[src/rtl/vliw_fetch_unit.sv]
// VLIW bundle fetch unit: credit-limited in-order fetch into a small bundle queue,
// with branch redirect that flushes the queue and discards in-flight responses.
module vliw_fetch_unit #(
    parameter int          BUNDLE_W = 320,
    parameter int          DEPTH    = 2,
    parameter logic [31:0] RESET_PC = 32'd0
) (
    input  logic                clk,
    input  logic                rst_n,
    input  logic                fetch_en,
    input  logic                redirect_valid,
    input  logic [31:0]         redirect_pc,
    output logic                imem_req_valid,
    input  logic                imem_req_ready,
    output logic [31:0]         imem_addr,
    input  logic                imem_rsp_valid,
    input  logic [BUNDLE_W-1:0] imem_rsp_data,
    output logic                bundle_valid,
    input  logic                bundle_ready,
    output logic [BUNDLE_W-1:0] bundle_data,
    output logic [31:0]         bundle_pc,
    output logic [9:0]          slot_mask
);
    localparam int CW = $clog2(DEPTH + 1);
    localparam int PW = (DEPTH > 1) ? $clog2(DEPTH) : 1;

    typedef enum logic [1:0] {IDLE, FETCH, FLUSH} state_e;

    state_e        state_q, state_d;
    logic [31:0]   pc_q, pc_d;
    logic [31:0]   rpc_q, rpc_d;
    logic [CW-1:0] out_q, out_d;
    logic [CW-1:0] disc_q, disc_d;
    logic [CW-1:0] cnt_q, cnt_d;
    logic [PW-1:0] rd_q, rd_d;
    logic [PW-1:0] wr_q, wr_d;
    logic          pend_q, pend_d;

    logic [BUNDLE_W-1:0] data_mem [DEPTH];
    logic [31:0]         pc_mem   [DEPTH];

    logic has_credit;
    logic req_fire;
    logic rsp_eff;
    logic rsp_push;
    logic pop;

    function automatic logic [PW-1:0] ptr_inc(input logic [PW-1:0] p);
        return (p == PW'(DEPTH - 1)) ? '0 : p + 1'b1;
    endfunction

    // Credits cover both in-flight requests and queued bundles, so a response always fits.
    assign has_credit = ({1'b0, out_q} + {1'b0, cnt_q}) < (CW + 1)'(DEPTH);
    assign req_fire   = imem_req_valid && imem_req_ready;
    assign rsp_eff    = imem_rsp_valid && (out_q != '0);
    assign rsp_push   = rsp_eff && !redirect_valid && (disc_q == '0);
    assign pop        = bundle_valid && bundle_ready;
    assign imem_addr  = pc_q;

    // State register
    always_ff @(posedge clk or negedge rst_n) begin
        if (!rst_n) begin
            state_q <= IDLE;
        end else begin
            state_q <= state_d;
        end
    end

    // Next-state logic
    always_comb begin
        state_d = state_q;
        if (redirect_valid) begin
            state_d = (disc_d != '0) ? FLUSH : (fetch_en ? FETCH : IDLE);
        end else begin
            case (state_q)
                IDLE:    if (fetch_en) state_d = FETCH;
                FETCH:   if (!fetch_en) state_d = IDLE;
                FLUSH:   if (disc_d == '0) state_d = fetch_en ? FETCH : IDLE;
                default: state_d = IDLE;
            endcase
        end
    end

    // Output logic: a request already presented stays up until taken, even if fetch_en drops.
    always_comb begin
        imem_req_valid = 1'b0;
        if (!redirect_valid) begin
            imem_req_valid = pend_q || ((state_q == FETCH) && has_credit);
        end
    end

    always_comb begin
        pc_d   = pc_q;
        rpc_d  = rpc_q;
        out_d  = out_q + CW'(req_fire) - CW'(rsp_eff);
        disc_d = disc_q;
        pend_d = imem_req_valid && !imem_req_ready;
        cnt_d  = cnt_q + CW'(rsp_push) - CW'(pop);
        rd_d   = pop ? ptr_inc(rd_q) : rd_q;
        wr_d   = rsp_push ? ptr_inc(wr_q) : wr_q;
        if (req_fire) begin
            pc_d = pc_q + 32'd1;
        end
        if (rsp_push) begin
            rpc_d = rpc_q + 32'd1;
        end
        if (rsp_eff && (disc_q != '0)) begin
            disc_d = disc_q - 1'b1;
        end
        // Every request still in flight after a redirect belongs to the old path.
        if (redirect_valid) begin
            pc_d   = redirect_pc;
            rpc_d  = redirect_pc;
            disc_d = out_d;
            cnt_d  = '0;
            rd_d   = '0;
            wr_d   = '0;
        end
    end

    always_ff @(posedge clk or negedge rst_n) begin
        if (!rst_n) begin
            pc_q   <= RESET_PC;
            rpc_q  <= RESET_PC;
            out_q  <= '0;
            disc_q <= '0;
            cnt_q  <= '0;
            rd_q   <= '0;
            wr_q   <= '0;
            pend_q <= 1'b0;
        end else begin
            pc_q   <= pc_d;
            rpc_q  <= rpc_d;
            out_q  <= out_d;
            disc_q <= disc_d;
            cnt_q  <= cnt_d;
            rd_q   <= rd_d;
            wr_q   <= wr_d;
            pend_q <= pend_d;
        end
    end

    always_ff @(posedge clk) begin
        if (rsp_push) begin
            data_mem[wr_q] <= imem_rsp_data;
            pc_mem[wr_q]   <= rpc_q;
        end
    end

    assign bundle_valid = (cnt_q != '0);
    assign bundle_data  = bundle_valid ? data_mem[rd_q] : '0;
    assign bundle_pc    = bundle_valid ? pc_mem[rd_q] : '0;

    // Mask is MSB-aligned with the bundle: slot 0 (top word) drives slot_mask[9].
    generate
        for (genvar gi = 0; gi < 10; gi++) begin : g_slot
            assign slot_mask[gi] = |bundle_data[BUNDLE_W - 320 + 32*gi +: 32];
        end
    endgenerate

endmodule
[config.mk]
export PLATFORM = sky130hd
export DESIGN_NAME = vliw_fetch_unit
export DESIGN_NICKNAME = d
export VERILOG_FILES = /design/src/rtl/vliw_fetch_unit.sv
export SDC_FILE = /design/constraint.sdc
export NUM_CORES = 1
export LEC_CHECK = 0
export CAP_MARGIN = 20
export CORE_AREA = 3 3 290 292
export DETAILED_ROUTE_END_ITERATION = 10
export DIE_AREA = 0 0 293 295
export PLACE_DENSITY = 0.65
export SLEW_MARGIN = 20
export SYNTH_ARGS = -nofsm -noshare
export SYNTH_HDL_FRONTEND = slang
export SYNTH_SLANG_ARGS = --single-unit
[constraint.sdc]
create_clock -name clk -period 37.7 [get_ports clk]
set_input_delay 11.31 -clock clk [delete_from_list [all_inputs] [get_ports clk]]
set_output_delay 11.31 -clock clk [all_outputs]
set_load 0.005 [all_outputs]
==> metrics.md, run 1 <==
| Metric | Value |
|---|---|
| Status | finished, final reports clean |
| Total gr overflow | 0 |
| Register area share after synthesis | 71.4% |
| CTS max path bufs | 3 |
| Final nets | 3281 |
| Worst Tran Pin Value | 1.25 ns |
| Max stage delay on crit path | 0.56 ns |
| Post-route clock period utilization | 63.9% |
| Routed WL per cell | 23.5 um |
| CP Cell Sequence | clkdlybuf4s50_1 > buf_4 > nor2_1 > clkdlybuf4s50_1 |
| Main area contributors after synthesis | edfxtp_1 66%, mux2i_1 11%, dfrtp_1 5.8% |
| Final setup vio count | 0 |
| Num CTS Buffers | 83 |
| Row count | 105 |
| Synth cell count leaders | 704 x edfxtp_1, 378 x nor2_1, 356 x mux2i_1, 138 x nor4_1, 75 x dfrtp_1 |
| # hold bufs at CTS | 0 |
| Core box area | 81800 um^2 |
| Hold WS | 0.490 ns |
| Worst-path clk slew | 0.06 ns |
| Hold depth | 0 |
| YS warnings | 0 |
| Via count | 21300 |
| Post-cts sizing count | 0 |
| First-pass GRT wire length | 140000 um |
| Worst min path class | flop to flop |
| H-tree levels | 3 |
| Max Fclk | 0.0415 GHz |
| Tot GR Track Use | 21.3% |
| Most frequent cell after synthesis | edfxtp_1 |
| Ys async rst share | 9.63% |
| Main flop type after synthesis | edfxtp_1 |
| CP Launch Type | primary input |
| Max cap viols | 0 |
| Share of layout cells above drive strength 1 | 6.47% |
| Area added between synthesis and finish | 35.5% |
| RSZ-0062 raised after global routing | false |
| Worst-Skew Late Latency | 0.62 ns |
| Pin count of the biggest net entering global routing | 210 |
| Die area | 86400 um^2 |
| Vias in the first global route | 22400 |
| CP Capture Type | primary output |
| Initial cell density of the core | 39.4% |
| Slew HR | 16.6% |
| Chip height | 295 um |
| Leak | 0.0139 uW |
| Post-route setup TNS | 0 ns |
| Post-synth EDFFs | 704 |
| Syn_area_per_cell | 15.0 um^2 |
| CTS Root Cell | clkbuf_16 |
| Gpl congestion | 0.888 |
| Worst VDD drop | 0.0000708 V |
| DRT Pass-1 Iters | 5 |
| Mapped cell area | 32200 um^2 |
| Yosys cell types | 58 |
| Chip width | 293 um |
| DRT iter0 DRCs | 1389 |
| Initial antenna violation count | 21 |
| R2r setup slk | 34.24 ns |
| Post-DP HPWL | 70100 um |
| Worst Path Required | 26.39 ns |
| Total clock sinks | 779 |
| Top cell type by total area after synthesis | edfxtp_1 |
| Sink of the worst hold path | pc_mem[1][6] |
| Cells after Synth | 2157 |
| Synth top area share | 65.6% |
| Final wirelength | 95800 um |
| TritonCTS clock tree | built |
| Post-route ant nets | 0 |
| Final Max Slew Viols | 0 |
| IO Port Bufs | 754 |
| Pwr dens | 62.9 nW/um^2 |
| Min cycle time layout | 24.08 ns |
| Routed vias/inst | 5.24 |
| Critical path arrival | 12.77 ns |
| RR Startpoint | cnt_q[0] |
| Final hold violations | 0 |
| Yosys reg bits | 779 |
| Crit path kind | primary input to primary output |
| Io pins | 755 |
| Reg2reg path depth | 12 |
| Worst-path fanout max | 17 |
| Hold_sp | rpc_q[6] |
| Max Clock Skew | 0.0286 ns |
| DRC violations left | 0 |
| Critical-path top delay cell | clkdlybuf4s50_1 |
| Setup repair bufs after CTS | 0 |
| Top cell by count, worst path | clkdlybuf4s50_1 |
| RR Endpoint | state_q[0] |
| Mapped Nets | 2524 |
==> per-stage QoR <==
step / setup WS (ns) / util (%) / total power, uW / cell area [um^2] / std cells
after floorplan: 9.88 / - / 1500 / 32200 / 2157
after global placement: 13.58 / 50.0 / 1960 / 40900 / 3898
after detailed placement: 13.62 / 50.0 / 1970 / 40900 / 3898
after CTS: 13.61 / 53.3 / 2780 / 43600 / 4051
after global routing: 13.59 / 53.4 / 2880 / 43700 / 4065
final: 13.62 / 53.4 / 2750 / 43700 / 4071
==> critical path: cells and delay by family <==
kind | cells | cell delay, ns
and+or+nand+nor | 1 | 0.24
buffers and inverters | 3 | 1.21
==> cell families after synthesis <==
| group | after synthesis | synth area share, % |
|---|---|---|
| muxes | 390 | 12.2 |
| DFF | 779 | 71.4 |
| and+or+nand+nor | 734 | 11.4 |
| AOI/OAI and AO/OA | 67 | 1.32 |
| xor gates and xnor gates | 64 | 1.74 |
| adders and majority gates | 8 | 0.334 |
| buffers and inverters | 115 | 1.55 |
==> layer usage <==
layer  part of all wire [%]  up-vias  global-route usage (%)
met5                  0.040        -                       0
met3                    7.8      148                    6.11
li1                       -     9780                       -
met1                     38    10600                    24.7
met4                    3.2        6                    8.33
met2                     51      742                    37.6
==> how the worst max path moves through the flow <==
stage	startpoint	to	slack, ns
finish	redirect_valid	imem_req_valid	13.62
global route	redirect_valid	imem_req_valid	13.59
CTS	redirect_valid	imem_req_valid	13.61
detailed placement	redirect_valid	imem_req_valid	13.62
global placement	redirect_valid	imem_req_valid	13.58
floorplan	redirect_valid	data_mem[0][0]	9.88
==> power by group <==
group | internal, uW | switching (uW)
clock network | 473 | 333
logic | 449 | 435
registers | 1010 | 46.7
total | 1930 | 815
==> final cells by class <==
| cell class | instances | area (um^2) |
|---|---|---|
| tap | 1070 | 1340 |
| clock buffer | 104 | 2210 |
| clock inverter | 49 | 514 |
| inverter | 16 | 60.1 |
| multi-input combinational | 1263 | 8750 |
| antenna | 19 | 47.5 |
| timing repair buffer | 771 | 7770 |
| fill | 6710 | 38100 |
| sequential | 779 | 23000 |
==> placed cells by master, fill, tap and decap left out, types with 5 or more instances in the layout <==
cell	netlist	final
nand2b_1	6	6
o21ai_0	15	15
edfxtp_1	704	704
inv_1	15	15
nand3b_1	12	12
and4_1	6	6
nor2_1	378	375
a21boi_1	6	6
diode_2	0	19
mux2_2	34	34
clkinv_2	0	13
nand2_1	31	31
nand4b_1	9	9
clkdlybuf4s50_1	0	753
mux2i_1	356	356
nor4_2	6	6
nand3_1	20	20
dfrtp_1	75	74
buf_12	0	6
nor4_1	138	138
buf_4	1	11
bufinv_16	0	8
or4_1	23	23
clkbuf_16	0	85
nand4_1	44	44
xnor2_1	35	35
clkinv_1	1	19
and2_1	5	5
a21oi_1	24	24
clkbuf_1	46	18
nor3_1	30	30
xor2_1	29	29
ha_1	7	7
and3_1	9	9
==> sequential cells by signal, summed over array words and instances, names as in the netlist <==
signal,flops
disc_q,2
rpc_q,32
out_q,2
pend_q,1
data_mem,640
cnt_q,2
imem_addr,32
wr_q,1
state_q,2
rd_q,1
pc_mem,64
(Power assumes the default switching activity.)
==> inputs of run 2 (changes only) <==
CORE_AREA = 3 3 297 299   (was 3 3 290 292)
DIE_AREA = 0 0 300 302   (was 0 0 293 295)
clock period = 20 ns   (was 37.7 ns; I/O delays follow)
==> run 2 against run 1 <==
  * Cell area grew 0.57%
  * Wire length shrank 0.26%
  * Sequential cell count is the same
  * Largest cell class unchanged
==> metrics.md, run 2 (synthesized netlist as in run 1, its figures left out) <==
| Metric | Value |
|---|---|
| Status | finished, final reports clean |
| Worst Path Required | 14.00 ns |
| Final Max Slew Viols | 0 |
| Vias in the first global route | 22500 |
| H-tree levels | 3 |
| Total clock sinks | 779 |
| Setup repair bufs after CTS | 0 |
| Core box area | 85400 um^2 |
| Fin cells | 4156 |
| CP Launch Type | primary input |
| Met2 GRT Util | 35.4% |
| DRT iter0 DRCs | 1565 |
| Post-route ant nets | 0 |
| Max Fclk | 0.0753 GHz |
| Worst-path clk slew | 0.06 ns |
| # hold bufs at CTS | 0 |
| Slew HR | 24.7% |
| Met1 global-route usage | 24.3% |
| Most common cell after layout, fill and taps aside | clkdlybuf4s50_1 |
| TritonCTS clock tree | built |
| Pwr dens | 119 nW/um^2 |
| Worst-Skew Late Latency | 0.63 ns |
| DRC violations left | 0 |
| Most frequent cells in the layout | 753 x clkdlybuf4s50_1, 704 x edfxtp_1, 375 x nor2_1, 356 x mux2i_1, 136 x nor4_1 |
| Pin count of the biggest net entering global routing | 172 |
| Post-route clock period utilization | 66.4% |
| Share of layout cells above drive strength 1 | 7.29% |
| Max cap viols | 0 |
| CTS max path bufs | 3 |
| Via count | 21500 |
| Global route hottest layer | met2 |
| IO Port Bufs | 754 |
| Post-DP HPWL | 69500 um |
| Tot GR Track Use | 20.3% |
| Worst VDD drop | 0.000129 V |
| Num CTS Buffers | 84 |
| Io pins | 755 |
| Worst-path fanout max | 17 |
| CP Capture Type | primary output |
| Max Clock Skew | 0.0224 ns |
| Final wirelength | 95600 um |
| Gpl congestion | 0.903 |
| Final hold violations | 0 |
| Routed vias/inst | 5.16 |
| DRT Pass-1 Iters | 6 |
| Initial antenna violation count | 20 |
| Final nets | 3287 |
| Placed insts | 3975 |
| First-pass GRT wire length | 140000 um |
| Worst min path class | flop to flop |
| Total gr overflow | 0 |
| Worst Tran Pin Value | 1.13 ns |
| Chip width | 300 um |
| Max reg flops | 640 |
| Critical path arrival | 7.28 ns |
| Min cycle time layout | 13.28 ns |
| Initial cell density of the core | 37.8% |
| Row count | 107 |
| Final setup vio count | 0 |
| CTS Root Cell | clkbuf_16 |
| Grt met3 use | 5.14% |
| Leak | 0.0140 uW |
| Core Util, Final | 51.5% |
| Chip height | 302 um |
| Largest register by flop count | data_mem |
| Area added between synthesis and finish | 36.3% |
| Post-cts sizing count | 0 |
| RSZ-0062 raised after global routing | false |
| Die area | 90600 um^2 |
| Crit path kind | primary input to primary output |
| Top flop regs | data_mem: 640 flops, pc_mem: 64 flops |
| Routed WL per cell | 23.0 um |
==> run 2: changes by cell type in the layout (fill, tap and decap cells not counted), sizes merged <==
cell,change
buf,+5
bufinv,+2
clkbuf,-3
clkinv,-6
clkinvlp,+4
diode,+2
inv,+7
==> run 2: through the flow <==
step	setup TNS [ns]	area, um^2	setup WS (ns)	hold slack, ns	power, uW
after global routing	0	43900	6.68	0.531	5470
after detailed placement	0	41000	6.74	0.509	3700
after floorplan	-1769.33	32200	-2.51	0.451	2820
after global placement	0	41000	6.71	0.491	3680
final	0	44000	6.72	0.528	5230
after CTS	0	43800	6.73	0.519	5290
==> run 2: worst max-delay path, cell delays in order <==
cell,delay [ns]
clkdlybuf4s50_1,0.40
buf_4,0.21
nor2_1,0.14
clkdlybuf4s50_1,0.52
==> run 2: layer usage <==
metal	routed length (um)	vias to the layer above
met4	2950	6
met5	38	-
li1	-	9811
met1	36900	10600
met2	48100	822
met3	7590	168
==> run 2: final timing paths <==
path | start | end | slack, ns | depth (start not counted)
max | redirect_valid | imem_req_valid | 6.72 | 4
max reg2reg | disc_q[0] | data_mem[0][88] | 15.56 | 7
min in group asynchronous | rst_n | imem_addr[18] | 5.62 | 2
max in group asynchronous | rst_n | rd_q | 13.59 | 2
min | rpc_q[24] | pc_mem[1][24] | 0.53 | 0
min reg2reg | rpc_q[24] | pc_mem[1][24] | 0.53 | 0
==> run 2: where the power goes <==
part           switching (uW)  internal, uW
clock network             648           928
registers                89.7          1910
logic                     812           848
total                    1550          3680
==> run 2: final cells by class <==
| class | count | area [um^2] |
|---|---|---|
| clock inverter | 56 | 618 |
| antenna | 21 | 52.6 |
| clock buffer | 101 | 2210 |
| multi-input combinational | 1263 | 8770 |
| inverter | 16 | 60.1 |
| timing repair buffer | 776 | 7800 |
| fill | 7236 | 41500 |
| sequential | 779 | 23000 |
| tap | 1144 | 1430 |
==> inputs of run 3 (changes only) <==
clock period = 11.2 ns   (was 20 ns; I/O delays follow)
==> run 3 against run 2 <==
  * Sequential share of layout area barely moved
  * Largest power group unchanged
  * Critical endpoint unchanged
  * Core utilization barely moved
  * Critical path type unchanged
  * Highest routed layer unchanged
  * Worst hold slack got worse by 0.019 ns
  * Worst setup slack got worse by 3.6 ns
==> metrics.md, run 3 (synthesized netlist as in run 1, its figures left out) <==
| Metric | Value |
|---|---|
| Status | finished, final reports clean |
| Max Clock Skew | 0.0367 ns |
| Routed WL per cell | 23.2 um |
| CP startpoint | redirect_valid |
| Min cycle time layout | 8.11 ns |
| Post-cts sizing count | 0 |
| Max reg flops | 640 |
| Initial antenna violation count | 30 |
| DRC violations left | 0 |
| DP Area | 41000 um^2 |
| Leak | 0.0140 uW |
| Net Sw Frac | 30.0% |
| IO Port Bufs | 754 |
| Chip width | 300 um |
| Num CTS Buffers | 84 |
| Gpl congestion | 0.956 |
| Area added between synthesis and finish | 36.3% |
| Post-DP HPWL | 70200 um |
| Final hold violations | 0 |
| Reg2reg path depth | 12 |
| CP bufs+invs | 3 |
| Placed insts | 3974 |
| Internal power | 6530 uW |
| Hold WS | 0.508 ns |
| Core box area | 85400 um^2 |
| Gate power share | 32.5% |
| Critical path endpoint | imem_req_valid |
| Io pins | 755 |
| # hold bufs at CTS | 0 |
| Most common cell after layout, fill and taps aside | clkdlybuf4s50_1 |
| Total clock sinks | 779 |
| Most frequent cells in the layout | 753 x clkdlybuf4s50_1, 704 x edfxtp_1, 375 x nor2_1, 356 x mux2i_1, 138 x nor4_1 |
| Worst Path Required | 7.84 ns |
| RR Startpoint | cnt_q[0] |
| Reg power frac | 37.9% |
| Fin cells | 4163 |
| Final nets | 3284 |
| Final setup vio count | 0 |
| Pwr dens | 212 nW/um^2 |
| Vias in the first global route | 22400 |
| Max Fclk | 0.123 GHz |
| CP Cell Sequence | clkdlybuf4s50_1 > buf_4 > nor2_1 > clkdlybuf4s50_1 |
| Slew HR | 30.8% |
| Power Total | 9320 uW |
| Psw | 2800 uW |
| Chip height | 302 um |
| Routed vias/inst | 5.13 |
| Max cap viols | 0 |
| Max stage delay on crit path | 0.55 ns |
| Largest register by flop count | data_mem |
| Die area | 90600 um^2 |
| CP Launch Type | primary input |
| DRT iter0 DRCs | 1466 |
| Worst min path class | flop to flop |
| WP depth | 4 |
| Post-route ant nets | 0 |
| RSZ-0062 raised after global routing | false |
| Top flop regs | data_mem: 640 flops, pc_mem: 64 flops |
| Worst-Skew Late Latency | 0.63 ns |
| Pin count of the biggest net entering global routing | 190 |
| Worst VDD drop | 0.000197 V |
| CTS Root Cell | clkbuf_16 |
| DRT Pass-1 Iters | 5 |
| Setup repair bufs after CTS | 0 |
| R2r setup slk | 7.71 ns |
| Hold_sp | rpc_q[6] |
| Row count | 107 |
| Place WS | 3.05 ns |
| Final non-filler cell area | 44000 um^2 |
| RR Endpoint | state_q[0] |
| Delay-heaviest family, CP | buffers and inverters |
| Critical-path top delay cell | clkdlybuf4s50_1 |
| Top cell by count, worst path | clkdlybuf4s50_1 |
| CP Capture Type | primary output |
| Initial cell density of the core | 37.8% |
| CTS max path bufs | 3 |
| Via count | 21300 |
| TritonCTS clock tree | built |
| Worst-path clk slew | 0.06 ns |
| Worst-path fanout max | 17 |
| Critical path arrival | 4.75 ns |
| Tot GR Track Use | 20.3% |
| Smallest setup slack after layout | 3.09 ns |
| Final wirelength | 96600 um |
| Share of layout cells above drive strength 1 | 6.80% |
| Crit path kind | primary input to primary output |
| Filler cells | 7267 |
| H-tree levels | 3 |
| Clk network pwr share | 29.6% |
| Post-route clock period utilization | 72.4% |
| Final Max Slew Viols | 0 |
| First-pass GRT wire length | 139000 um |
| Worst Tran Pin Value | 1.04 ns |
| Total gr overflow | 0 |
-- run 3: per-layer routing --
layer / track usage [%] / routed length, um
met1: 23.4 / 36800
met2: 34.6 / 47900
met3: 6.12 / 7660
met4: 10.1 / 4120
met5: 0 / 60
-- run 3: how the worst min path moves through the flow --
stage	slack, ns	cells past startpoint	endpoint
after detailed placement	0.49	0	pc_mem[0][6]
final	0.51	0	pc_mem[0][6]
after global placement	0.48	0	pc_mem[0][6]
after global routing	0.53	0	pc_mem[0][6]
after CTS	0.51	0	pc_mem[0][6]
after floorplan	0.45	0	pc_mem[0][31]
-- run 3: power by group through the flow --
stage	sequential [uW]	clock, uW	combinational, uW
finish	3530	2760	3030
global route	3550	2950	3230
CTS	3530	2830	3060
detailed placement	3590	0	3050
global placement	3580	0	3030
floorplan	3610	0	1380
-- run 3: worst reg2reg max path, delay by kind of cell (launching register included) --
family                     cells  cell delay, ns
DFF                            1            0.42
xor gates and xnor gates       2            0.36
adders and majority gates      3            0.98
AOI/OAI and AO/OA              3            0.70
buffers and inverters          1            0.04
and+or+nand+nor                3            0.89
-- run 3: layout make-up --
class	instances	area [um^2]	share of cell area [%]
repair buffers	773	7810	17.8
multi-input cells	1263	8750	19.9
clock inverters	51	603	1.37
flip-flops and latches	779	23000	52.4
clock buffers	104	2200	5.00
well taps	1144	1430	3.26
inverters	16	60.1	0.137
diodes	33	82.6	0.188
-- run 3: metrics by stage --
| stage | utilization, % | setup TNS (ns) |
|---|---|---|
| after detailed placement | 48.1 | 0 |
| after global routing | 51.4 | 0 |
| after CTS | 51.3 | 0 |
| after global placement | 48.0 | 0 |
| final | 51.5 | 0 |
| after floorplan | - | -1919.92 |
